==> config.mk <==
export PLATFORM = sky130hd
export DESIGN_NAME = clk_period_meter
export DESIGN_NICKNAME = d
export VERILOG_FILES = /design/src/rtl/clk_pkg.sv /design/src/rtl/sync_edge.sv /design/src/rtl/clk_period_meter.sv
export SDC_FILE = /design/constraint.sdc
export NUM_CORES = 1
export LEC_CHECK = 0
export CAP_MARGIN = 15
export CORE_ASPECT_RATIO = 0.9
export CORE_MARGIN = 4
export CORE_UTILIZATION = 50
export DETAILED_ROUTE_END_ITERATION = 8
export PLACE_DENSITY = 0.73
export SLEW_MARGIN = 0
export SYNTH_ARGS = -nofsm -noshare
export SYNTH_HDL_FRONTEND = slang
export SYNTH_SLANG_ARGS = --single-unit
==> constraint.sdc <==
create_clock -name clk -period 6 [get_ports clk]
set_input_delay 0.6 -clock clk [delete_from_list [all_inputs] [get_ports clk]]
set_output_delay 0.6 -clock clk [all_outputs]
set_load 0.005 [all_outputs]
==> src/rtl/clk_pkg.sv <==
// Shared definitions for the slow-clock receive path: the period-meter state encoding,
// the system clock rate, and the saturating event-counter helper.
package clk_pkg;

  localparam int unsigned CLK_HZ = 50_000_000;

  typedef enum logic [1:0] {
    IDLE    = 2'd0,
    MEASURE = 2'd1,
    STALE   = 2'd2
  } state_t;

  localparam logic [7:0] OVF_MAX = 8'hFF;

  // Event counters stick at full scale instead of wrapping back to zero.
  function automatic logic [7:0] sat_inc8(input logic [7:0] v);
    return (v == OVF_MAX) ? v : v + 8'd1;
  endfunction

endpackage

==> src/rtl/sync_edge.sv <==
// Multi-flop synchronizer for an asynchronous level, with rising-edge detection.
// rise is combinational from the flops; pulse is the same event registered one cycle later.
module sync_edge #(
  parameter int SYNC_STAGES = 2
) (
  input  logic clk,
  input  logic clr,
  input  logic din,
  output logic rise,
  output logic pulse
);

  logic [SYNC_STAGES-1:0] s;
  logic                   h;

  // NOTE: sequential state uses non-blocking assignments so every flop samples pre-edge values.
  always_ff @(posedge clk or posedge clr) begin
    if (clr) begin
      s     <= '0;
      h     <= 1'b0;
      pulse <= 1'b0;
    end else begin
      s     <= {s[SYNC_STAGES-2:0], din};
      h     <= s[SYNC_STAGES-1];
      pulse <= rise;
    end
  end

  assign rise = s[SYNC_STAGES-1] & ~h;

endmodule

==> src/rtl/clk_period_meter.sv <==
// Measures the period of a slow asynchronous clock in clk cycles, emits one-cycle rising-edge
// ticks, and flags a stalled input once the period counter reaches full scale.
module clk_period_meter
  import clk_pkg::*;
#(
  parameter int CNT_W       = 32,
  parameter int SYNC_STAGES = 2
) (
  input  logic             clk,
  input  logic             clr,
  input  logic             clk_in,
  input  logic             en,
  output logic             tick,
  output logic [CNT_W-1:0] period,
  output logic             period_vld,
  output logic             stale,
  output logic [7:0]       ovf_cnt
);

  localparam logic [CNT_W-1:0] CNT_MAX = '1;
  localparam logic [CNT_W-1:0] CNT_ONE = CNT_W'(1);

  state_t           state, state_nxt;
  logic [CNT_W-1:0] cnt, cnt_nxt;
  logic [CNT_W-1:0] period_nxt;
  logic             vld_nxt;
  logic             stale_nxt;
  logic [7:0]       ovf_nxt;
  logic             rise;

  sync_edge #(.SYNC_STAGES(SYNC_STAGES)) u_sync (
    .clk   (clk),
    .clr   (clr),
    .din   (clk_in),
    .rise  (rise),
    .pulse (tick)
  );

  always_ff @(posedge clk or posedge clr) begin
    if (clr) begin
      state      <= IDLE;
      cnt        <= '0;
      period     <= '0;
      period_vld <= 1'b0;
      stale      <= 1'b0;
      ovf_cnt    <= '0;
    end else begin
      state      <= state_nxt;
      cnt        <= cnt_nxt;
      period     <= period_nxt;
      period_vld <= vld_nxt;
      stale      <= stale_nxt;
      ovf_cnt    <= ovf_nxt;
    end
  end

  // NOTE: every signal driven here gets a default first, so no path can infer a latch.
  always_comb begin
    state_nxt  = state;
    cnt_nxt    = cnt;
    period_nxt = period;
    vld_nxt    = 1'b0;
    stale_nxt  = stale;
    ovf_nxt    = ovf_cnt;

    if (!en) begin
      state_nxt = IDLE;
      cnt_nxt   = '0;
      stale_nxt = 1'b0;
    end else begin
      unique case (state)
        IDLE: begin
          cnt_nxt = '0;
          if (rise) begin
            state_nxt = MEASURE;
            cnt_nxt   = CNT_ONE;
          end
        end
        MEASURE: begin
          // A rise landing exactly on full scale is still a valid period, not a stall.
          if (rise) begin
            period_nxt = cnt;
            vld_nxt    = 1'b1;
            cnt_nxt    = CNT_ONE;
          end else if (cnt == CNT_MAX) begin
            state_nxt = STALE;
            stale_nxt = 1'b1;
            ovf_nxt   = sat_inc8(ovf_cnt);
          end else begin
            cnt_nxt = cnt + CNT_ONE;
          end
        end
        STALE: begin
          if (rise) begin
            state_nxt = MEASURE;
            cnt_nxt   = CNT_ONE;
            stale_nxt = 1'b0;
          end
        end
        default: begin
          state_nxt = IDLE;
          cnt_nxt   = '0;
          stale_nxt = 1'b0;
        end
      endcase
    end
  end

endmodule

==> metrics.cfg <==
[routing]
wl_per_cell_um = 17.0
drc = 0
final_antenna_net_count = 0
first_pass_iters = 4
dr.first_iter.drc_count = 233
vias_per_cell = 6.05
dr_total_vias = 2959
routed_wl_um = 8290

[logic_synthesis]
netlist-cell-type-count = 51
ys_warn_count = 0
yosys-top-cells-area = dfrtp_1 (52%), mux2_2 (9.6%), nand2_1 (2.7%)
yosysMostFrequentCell = dfrtp_1
yosys.area.top_type_share = 0.515
synth_common_cells = dfrtp_1 (80), mux2_2 (33), nand2_1 (28)
netlist_area_um2 = 3890
yosys_most_used_dff = dfrtp_1
synth_nets = 353
ys_ff_latch = 80
synth_top_area_cell = dfrtp_1
synth_edf_count = 0
async_reset_ff_frac = 1.00
syn_inst = 347
seq_area_frac_synth = 0.515
avgSynthCellArea_um2 = 11.2

[hold_path]
hold_path.class = register to register

[worst_setup_path]
cpMaxStageDelayCell = and4_1
path_buf_inv = 1
cp_top_family = simple AND/OR/NAND/NOR gates
path_cells = ha_1, nand3_1, nor4_2, and4_1, buf_4, or4_1, a21oi_1
crit_path_end_kind = register
critPathArrivalTime_ps = 3290
crit_path_start_kind = register
path_max_fanout = 30
worstSetupPathType = register to register
slowest_delay_ps = 840
crit_required_ps = 6180

[cts]
cts_buffers = 9
htreeDepth = 3
root_buffer = clkbuf_8
clkSlewWorstSetupHoldPaths_ps = 70
cts.sinks = 80
cts_buffer_depth = 2
cts_setup_buffers = 0
insertion_delay_ps = 360
cts_tree = yes
cts_resized = 0
cts_hold_buf = 0

[placement]
port_buffers = 46
gp_congestion = 0.838
placed_cell_area_um2 = 4400
dp_hpwl_um = 5380
dp_cells = 474

[timing]
max_slew_margin = 0.338
clock_skew_ps = 8.25
finalSetupViolations = 0
finalCriticalPeriod_ps = 3100
period_share = 0.517
hold_viol = 0
fmax_mhz = 322
tns_ps = 0
worst_pin_slew_ps = 992
slew_viol_final = 0
rsz0062_at_grt = no

[die]
ioPinCount = 47
start_util = 0.515
die_h_um = 91.6
rows = 30
core_area_um2 = 7540
die_area_um2 = 9250
fp.dieW_um = 101

[global_routing]
antenna_found_initial = 0
grt_pass1_wl_um = 14700
grt_max_degree = 81
track_usage = 0.198
grt_pass1_vias = 2978
overflow = 0

[layout]
stdcell_count = 489
seq_area_um2 = 2000
area_growth_pct = 18.9
fillers = 612
stdcell_area_um2 = 4620
fin_util = 0.612
multiInputGateArea_um2 = 1770
drive_above_1_share = 0.168
antennaDiodeCount = 0
num-nets-final = 395

[power]
powerDensity_nw_per_um2 = 222
vdd_ir_drop_max_mv = 0.141
p_leak_uw = 0.00197

[run]
maxCapViolations = 0

[status]
status = finished, final reports clean

-- through the flow --
step | hold slack, ps | power (µW) | worst slack, ps
floorplan | 331 | 577 | 3350
global placement | 333 | 590 | 2710
detailed placement | 337 | 590 | 2630
CTS | 355 | 1030 | 2920
global route | 359 | 1060 | 2630
finish | 352 | 1020 | 2900
-- final cells by class --
type / count / share of cell area
multi-input combinational: 243 / 0.383
sequential: 80 / 0.433
clock inverter: 3 / 0.0141
tap: 96 / 0.0260
timing repair buffer: 50 / 0.106
inverter: 5 / 0.00406
clock buffer: 12 / 0.0336
-- layout by cell type, fill, tap and decap left out, types with 9 or more instances in the layout --
| cell type | count |
|---|---|
| dfrtp_1 | 80 |
| mux2_2 | 33 |
| nor2_1 | 13 |
| nand2b_1 | 11 |
| nand4_1 | 9 |
| clkbuf_8 | 11 |
| clkdlybuf4s50_1 | 46 |
| a21oi_1 | 11 |
| nand3_1 | 20 |
| nand2_1 | 28 |
| or4_1 | 12 |
-- registers in the layout, summed over array words and instances (netlist names) --
| name | count |
|---|---|
| period | 32 |
| state | 2 |
| cnt | 32 |
| period_vld | 1 |
| u_sync.h | 1 |
| ovf_cnt | 8 |
| stale | 1 |
| u_sync.pulse | 1 |
| u_sync.s | 2 |
-- cells by family after synthesis --
logic type      Yosys count  share of synthesized area
fa+ha+maj                 2                    0.00644
simple gates            141                      0.211
compound gates           59                      0.121
mux                      35                      0.101
flops                    80                      0.515
xor+xnor                  6                     0.0135
buf+inv                  24                     0.0319
-- power breakdown --
group | internal [µW] | total (µW) | switching (µW)
clock | 254 | 445 | 191
sequential | 543 | 546 | 3.34
combinational | 10.9 | 32.6 | 21.7
total | 808 | 1020 | 216
-- worst reg2reg max path, cell delays in order (launching register included) --
cell	delay (ps)
dfrtp_1	460
ha_1	340
nand3_1	160
nor4_2	480
and4_1	840
buf_4	420
or4_1	180
a21oi_1	70
-- routing by layer --
| metal | global-route usage | routed length (µm) | vias up |
|---|---|---|---|
| met1 | 0.281 | 3790 | 1454 |
| met5 | 0 | 0 | - |
| met3 | 0.0357 | 460 | 14 |
| met4 | 0.0731 | 157 | 0 |
| met2 | 0.303 | 3880 | 85 |
| li1 | - | - | 1406 |
-- worst paths after layout --
kind | startpoint | endpoint | slack, ps | depth (start not counted)
worst max-delay path | cnt[0]$_DFFE_PP0P_ | cnt[10]$_DFFE_PP0P_ | 2900 | 7
worst min-delay path | u_sync.s[0]$_DFF_PP0_ | u_sync.s[1]$_DFF_PP0_ | 350 | 0
worst max register to register | cnt[0]$_DFFE_PP0P_ | cnt[10]$_DFFE_PP0P_ | 2900 | 7
worst min register to register | u_sync.s[0]$_DFF_PP0_ | u_sync.s[1]$_DFF_PP0_ | 350 | 0
max in group asynchronous | clr | cnt[13]$_DFFE_PP0P_ | 4480 | 3
min in group asynchronous | clr | period_vld$_DFF_PP0_ | 880 | 3
Power figures use the tool's default switching activity.
